File: config.mk
export PLATFORM = sky130hd
export DESIGN_NAME = cmd_frame_decoder
export DESIGN_NICKNAME = d
export VERILOG_FILES = /design/src/rtl/cmd_frame_decoder.sv
export SDC_FILE = /design/constraint.sdc
export NUM_CORES = 1
export LEC_CHECK = 0
export CORE_UTILIZATION = 53
export CTS_CLUSTER_DIAMETER = 50
export DETAILED_ROUTE_END_ITERATION = 12
export GPL_ROUTABILITY_DRIVEN = 0
export PLACE_DENSITY = 0.82
export SLEW_MARGIN = 20
export SYNTH_ARGS = -nofsm -noshare
export SYNTH_HDL_FRONTEND = slang
export SYNTH_SLANG_ARGS = --single-unit
export TNS_END_PERCENT = 30
File: constraint.sdc
create_clock -name clk -period 2.73 [get_ports clk]
set_input_delay 0.273 -clock clk [delete_from_list [all_inputs] [get_ports clk]]
set_output_delay 0.273 -clock clk [all_outputs]
set_load 0.05 [all_outputs]
File: src/rtl/cmd_frame_decoder.sv
// Decodes 4-byte command frames (A5, addr, data, addr^data) from a byte stream
// into single-cycle register-file writes, rejecting bad or stalled frames.
module cmd_frame_decoder #(
    parameter int WIDTH      = 8,
    parameter int DEPTH      = 16,
    parameter int ADDR_WIDTH = 4,
    parameter int TIMEOUT    = 255
) (
    input  logic                  clk,
    input  logic                  rst,
    input  logic                  in_valid,
    input  logic [WIDTH-1:0]      in_data,
    output logic                  in_ready,
    output logic                  wr_en,
    output logic [ADDR_WIDTH-1:0] wr_addr,
    output logic [WIDTH-1:0]      wr_data,
    output logic                  frame_err,
    output logic [7:0]            err_count,
    output logic                  busy
);

    typedef enum logic [2:0] {
        IDLE,
        ADDR,
        DATA,
        CSUM,
        WRITE
    } state_t;

    localparam logic [WIDTH-1:0] HEADER     = WIDTH'(8'hA5);
    localparam logic [7:0]       IDLE_LIMIT = 8'(TIMEOUT - 1);
    localparam logic [31:0]      DEPTH_U    = 32'(DEPTH);

    state_t                  state_q, state_d;
    logic [WIDTH-1:0]        addr_q, addr_d;
    logic [WIDTH-1:0]        data_q, data_d;
    logic [ADDR_WIDTH-1:0]   wr_addr_q, wr_addr_d;
    logic [WIDTH-1:0]        wr_data_q, wr_data_d;
    logic [7:0]              idle_q, idle_d;
    logic                    frame_err_q, frame_err_d;
    logic [7:0]              err_count_q, err_count_d;

    logic accept;
    logic in_frame;
    logic timeout;
    logic frame_ok;
    logic reject;

    assign accept   = in_valid && in_ready;
    assign in_frame = (state_q == ADDR) || (state_q == DATA) || (state_q == CSUM);
    // The counter holds TIMEOUT-1 on the last tolerated idle cycle, so the next idle edge times out.
    assign timeout  = in_frame && !accept && (idle_q == IDLE_LIMIT);
    assign frame_ok = (in_data == (addr_q ^ data_q)) && (32'(addr_q) < DEPTH_U);

    always_ff @(posedge clk) begin
        if (!rst) begin
            state_q     <= IDLE;
            addr_q      <= '0;
            data_q      <= '0;
            wr_addr_q   <= '0;
            wr_data_q   <= '0;
            idle_q      <= '0;
            frame_err_q <= 1'b0;
            err_count_q <= '0;
        end else begin
            state_q     <= state_d;
            addr_q      <= addr_d;
            data_q      <= data_d;
            wr_addr_q   <= wr_addr_d;
            wr_data_q   <= wr_data_d;
            idle_q      <= idle_d;
            frame_err_q <= frame_err_d;
            err_count_q <= err_count_d;
        end
    end

    always_comb begin
        state_d = state_q;
        reject  = 1'b0;
        case (state_q)
            IDLE: begin
                if (accept && (in_data == HEADER)) state_d = ADDR;
            end
            ADDR: begin
                if (accept) state_d = DATA;
                else if (timeout) begin
                    state_d = IDLE;
                    reject  = 1'b1;
                end
            end
            DATA: begin
                if (accept) state_d = CSUM;
                else if (timeout) begin
                    state_d = IDLE;
                    reject  = 1'b1;
                end
            end
            CSUM: begin
                if (accept) begin
                    if (frame_ok) state_d = WRITE;
                    else begin
                        state_d = IDLE;
                        reject  = 1'b1;
                    end
                end else if (timeout) begin
                    state_d = IDLE;
                    reject  = 1'b1;
                end
            end
            WRITE:   state_d = IDLE;
            default: state_d = IDLE;
        endcase
    end

    // Write outputs load only on the way into WRITE so they stay put while a new frame is captured.
    always_comb begin
        addr_d      = addr_q;
        data_d      = data_q;
        wr_addr_d   = wr_addr_q;
        wr_data_d   = wr_data_q;
        idle_d      = '0;
        frame_err_d = reject;
        err_count_d = err_count_q;
        if ((state_q == ADDR) && accept) addr_d = in_data;
        if ((state_q == DATA) && accept) data_d = in_data;
        if ((state_q == CSUM) && (state_d == WRITE)) begin
            wr_addr_d = ADDR_WIDTH'(addr_q);
            wr_data_d = data_q;
        end
        if (in_frame && (state_d == state_q)) idle_d = idle_q + 8'd1;
        if (reject && (err_count_q != 8'hFF)) err_count_d = err_count_q + 8'd1;
    end

    always_comb begin
        in_ready  = (state_q != WRITE);
        busy      = (state_q != IDLE);
        wr_en     = (state_q == WRITE);
        wr_addr   = wr_addr_q;
        wr_data   = wr_data_q;
        frame_err = frame_err_q;
        err_count = err_count_q;
    end

endmodule

After elaboration in Yosys (flattened, before gate mapping):

Index checks and enable logic that the tools add are counted.

* memory bits (read-only): 0
* memories: 0
* output and inout port bits: 24
* bits in latches: 0
* bits in registers: 48
* memory bits (writable): 0

* magnitude comparators: 1
* bitwise operators: 1
* equal/unequal tests: 11
* divide/modulo/power cells: 0
* muxes and demuxes: 12
* $add $sub $neg: 2
* shift operators: 0
* reduce and logical (&&, ||, !) cells: 17
* multiply operators: 0

Operators with widths (number)
* 3-bit 2-to-1 mux: 6
* 8-bit by 1-bit adder with 8-bit output, second input constant: 2
* 8-bit equality test, second input constant: 2
* 3-bit one-hot mux with 4 select lines: 1
* 1-bit logical AND: 10
* 8-bit equality test: 1
* 8-bit by 5-bit less-than comparator with 1-bit output, second input constant: 1
* 8-bit != test, second input constant: 1
* 8-bit bitwise XOR: 1
* 3-bit by 2-bit equality test with 1-bit output, second input constant: 2
* 3-bit equality test, second input constant: 2
* 1-bit 2-to-1 mux: 4
* 3-bit by 1-bit equality test with 1-bit output, second input constant: 1
* 3-bit equality test: 1
* 3-bit zero test: 1
* 3-bit != test, second input constant: 1
* 3-bit nonzero test: 1
* 1-bit logical OR: 2
* 1-bit one-hot mux with 2 select lines: 1
* 2-bit AND reduction: 1
* 2-bit OR reduction: 1
* 1-bit zero test: 1

Depth between registers and ports, before layout:

* word-level depth: 11
* mapped depth: 7

Least setup slack after synthesis:

No wires, ideal clock.

* path kind: register to register
* start: register addr_q[4]
* end: register wr_addr_q[1], in the netlist wr_addr[1]
* setup slack: 0.751 ns
* required time: 2.613 ns
* library setup time: 0.117 ns
* arrival time: 1.862 ns
* cell stages (with the launch flop): 8
* cells stage by stage: dfxtp_1 > or4_4 > nor4_4 > nand3_1 > nor2_4 > buf_12 > mux2i_1 > nor2b_1

* word-level cells in the longest chain between the ends: 8
* elaborated cells between the ends (all ways): 9

RTL lines
* from (decl): line 35 `logic [WIDTH-1:0] addr_q, addr_d;`
* from (signal assigned): line 67 `addr_q <= addr_d;`
* branches (longest 2 deep; another with 8-bit by 5-bit less-than comparator with 1-bit output)
* 1-bit logical AND (*): line 53 `assign frame_ok = (in_data == (addr_q ^ data_q)) && (32'(addr_q) < DEPTH_U);`
* 3-bit 2-to-1 mux (*): line 100 `if (frame_ok) state_d = WRITE;`
* 3-bit 2-to-1 mux (*): line 99 `if (accept) begin`
* 3-bit one-hot mux with 4 select lines (*): line 80 `case (state_q)`
* 3-bit equality test (*): line 126 `if ((state_q == CSUM) && (state_d == WRITE)) begin`
* 1-bit logical AND (*): line 126
* to (signal assigned): line 69 `wr_addr_q <= wr_addr_d;`
* to (decl): line 37 `logic [ADDR_WIDTH-1:0] wr_addr_q, wr_addr_d;`

Mark *: on every way between the ends.
A chain may end at the register's enable or synchronous reset.

Final worst setup path:

* start: register addr_q[5]
* end: register wr_data_q[0], in the netlist wr_data[0]

* word-level cells in the longest chain between the ends: 8
* elaborated cells between the ends (all ways): 9

RTL lines
* branches (longest 2 deep; another with 8-bit by 5-bit less-than comparator with 1-bit output)
* 1-bit logical AND (*): line 53
* 3-bit 2-to-1 mux (*): line 100
* 3-bit 2-to-1 mux (*): line 99
* 3-bit one-hot mux with 4 select lines (*): line 80
* 3-bit equality test (*): line 126
* 1-bit logical AND (*): line 126
* to (signal assigned): line 70 `wr_data_q <= wr_data_d;`
* to (decl): line 38 `logic [WIDTH-1:0] wr_data_q, wr_data_d;`

Marks and branches as above.

==> run_results.csv <==
group,metric,value,unit
outcome,status,"complete, no violations",
clock_tree,clkLatencyLatePin,0.30,ns
clock_tree,cts_setup_buffers,0,
floorplanning,design.core.area,4000,sq um
hold_path,worstHoldPathType,"reg2reg",
floorplanning,io_pins,35,
critical_path,worstPathBufferInverterCount,0,
logic_synthesis,synthTopCellsByArea,"dfxtp_1, mux2i_1, nor2b_1",
clock_tree,cts_resized,0,
floorplanning,start_util,55.02,%
sta,rsz0062_at_grt,"no",
clock_tree,root_buffer,"clkbuf_8",
sta,clock_skew,0.008091,ns
critical_path,path_class,"reg2reg",
logic_synthesis,ys_types,39,
floorplanning,dieArea,4414,sq um
floorplanning,die_h,66.44,microns
clock_tree,path_clk_slew,0.08,ns
critical_path,cp-start-kind,"flop",
logic_synthesis,yosysSeqAreaShare,43.66,%
clock_tree,htreeDepth,2,
logic_synthesis,synth_area_leader_cell,"dfxtp_1",
sta,hold_viol,0,
logic_synthesis,ys_warn_count,0,
final_layout,n_fill_cell,343,
clock_tree,cts_tree,"yes",
global_routing,grt_pass1_wl,6.651,mm
sta,setup_viol,0,
final_layout,area_growth,22.46,%
logic_synthesis,synth_seq_cells,48,
final_layout,multi_input_area,1182,sq um
final_layout,num_antenna_cells,0,
routing,dr_total_vias,1622,
routing,finalWirelength,4.003,mm
critical_path,r2r_slack,0.48,ns
global_routing,track_usage,19.97,%
critical_path,crit_slowest_cell,"or4_4",
routing,drtPass1Iterations,4,
clock_tree,cts_made_buffers,5,
critical_path,crit_chain,"or4_4, nor4_4, nand3_1, nor2_4, mux2i_1, nor2b_1",
global_routing,grt-ovfl-total,0,
clock_tree,clock_sinks,48,
routing,first_iter_violations,55,
critical_path,crit_fanout,13,
power_and_ir_drop,p_leak,0.9164,nW
critical_path,crit_arrival,2.44,ns
sta,fmax,0.4446,GHz
global_routing,antenna_found_initial,0,
critical_path,critPathMaxStageDelay,0.53,ns
critical_path,worstSetupEndpointType,"flop",
run,cap_violations,0,
logic_synthesis,netlist.area_leader.share,43.66,%
sta,relSlewSlack,63.62,%
sta,fin_setup_tns,0,ns
floorplanning,num_rows,23,
routing,wire_per_inst,12.95,microns
logic_synthesis,syn-cell-area,2201,sq um
routing,route.detailed.drc,0,
power_and_ir_drop,peakVddDrop,0.0004377,V
placement,portBuffers,34,
sta,worst_slew_pin_slew,0.5412,ns
floorplanning,die_w,66.44,microns
routing,ant_nets,0,
logic_synthesis,synth_fp_nets,235,
logic_synthesis,syn_inst,221,
final_layout,fin_nets,272,
routing,routed_via_density,5.249,
final_layout,final_area,2695,sq um
final_layout,seq_area,960.9,sq um
clock_tree,ctsHoldBuffers,0,
global_routing,grt_max_degree,27,
placement,place_area,2587,sq um
power_and_ir_drop,powerDensity,465.2,nW/um^2
final_layout,layout-drive-gt1-share,7.722,%
sta,post-route-period-util,82.38,%
clock_tree,clk_path_buf_depth,2,
sta,slew_violations,0,
placement,dpl.hpwl,2.855,mm
logic_synthesis,avgSynthCellArea,9.959,sq um
sta,period_minus_slack,2.249,ns
critical_path,crit_family,"simple AND/OR/NAND/NOR gates",
critical_path,required,2.92,ns
global_routing,first_global_vias,1462,
## where the power goes
part / leakage, nW / internal [W] / switching [W]
combinational: 0.475 / 0.0000297 / 0.0000233
sequential: 0.386 / 0.000699 / 0.000000187
clock: 0.0552 / 0.000272 / 0.000229
## synthesized netlist by cell type (all sizes together)
cell type,number
a21boi,10
a21oi,3
a31oi,1
and2,3
and3,3
and4,1
buf,2
clkbuf,6
dfxtp,48
ha,3
inv,3
mux2i,21
nand2,23
nand2b,4
nand3,8
nand4b,2
nor2,18
nor2b,22
nor3,2
nor3b,1
nor4,2
nor4bb,2
o211ai,2
o21ai,4
o311ai,1
o31ai,2
o41ai,1
or3,4
or4,1
xnor2,6
xnor3,4
xor2,8
## final timing paths
| path | from | endpoint | cells after the start |
|---|---|---|---|
| worst min-delay path | addr_q[4] | addr_q[4] | 2 |
| worst max register to register | addr_q[5] | wr_data[0] | 6 |
| worst min register to register | addr_q[4] | addr_q[4] | 2 |
| worst max-delay path | addr_q[5] | wr_data[0] | 6 |
## through the flow
| step | utilization [%] | power (W) | cells | worst slack (ns) | hold WS, ns |
|---|---|---|---|---|---|
| 5_1_grt | 67.38 | 0.001294 | 309 | 0.3583 | 0.4882 |
| 3_5_place_dp | 64.69 | 0.0007688 | 301 | 0.2661 | 0.4572 |
| 3_3_place_gp | 64.69 | 0.0007693 | 301 | 0.3404 | 0.4446 |
| 2_1_floorplan | - | 0.0007431 | 221 | 0.7512 | 0.4179 |
| 4_1_cts | 67.38 | 0.001263 | 309 | 0.4477 | 0.4687 |
| 6_report | 67.38 | 0.001254 | 309 | 0.4810 | 0.4677 |
## worst register-to-register path, cell delays in order (launching register included)
cell and delay, ns:
dfxtp_1 0.33, or4_4 0.53, nor4_4 0.33, nand3_1 0.16
nor2_4 0.44, mux2i_1 0.27, nor2b_1 0.07
## registers in the layout, indices dropped and copies added (netlist names)
register	count
addr_q	8
data_q	8
err_count	8
frame_err	1
idle_q	8
state_q	3
wr_addr	4
wr_data	8
## kinds of logic after synthesis
| kind of cell | after synthesis | share of synthesized area [%] |
|---|---|---|
| mux | 21 | 9.551 |
| xor+xnor | 18 | 9.721 |
| compound gates | 24 | 8.243 |
| fa+ha+maj | 3 | 1.706 |
| buf+inv | 11 | 2.615 |
| flops | 48 | 43.66 |
| simple gates | 96 | 24.50 |
## layout by cell type (no fill, tap or decap), types with 5 or more instances in the layout
cell             instances
xor2_1                   8
a21boi_0                 8
nand3_1                  8
clkdlybuf4s50_1         34
mux2i_1                 21
xnor2_1                  6
clkbuf_8                 5
nor2_1                  17
nor2b_1                 22
dfxtp_1                 48
nand2_1                 23
## metal layers
layer,vias up,GRT usage [%],wire length (microns)
li1,833,-,-
met1,745,27.49,2021
met2,36,29.34,1751
met3,8,4.310,153
met4,0,9.574,77
met5,-,0,0
## cell type report
cell class,count,area share (%)
multi-input combinational,162,43.87
timing repair buffer,38,13.74
sequential,48,35.65
inverter,3,0.4178
clock inverter,2,1.300
clock buffer,6,2.693
tap,50,2.321
(Power assumes the default switching activity.)
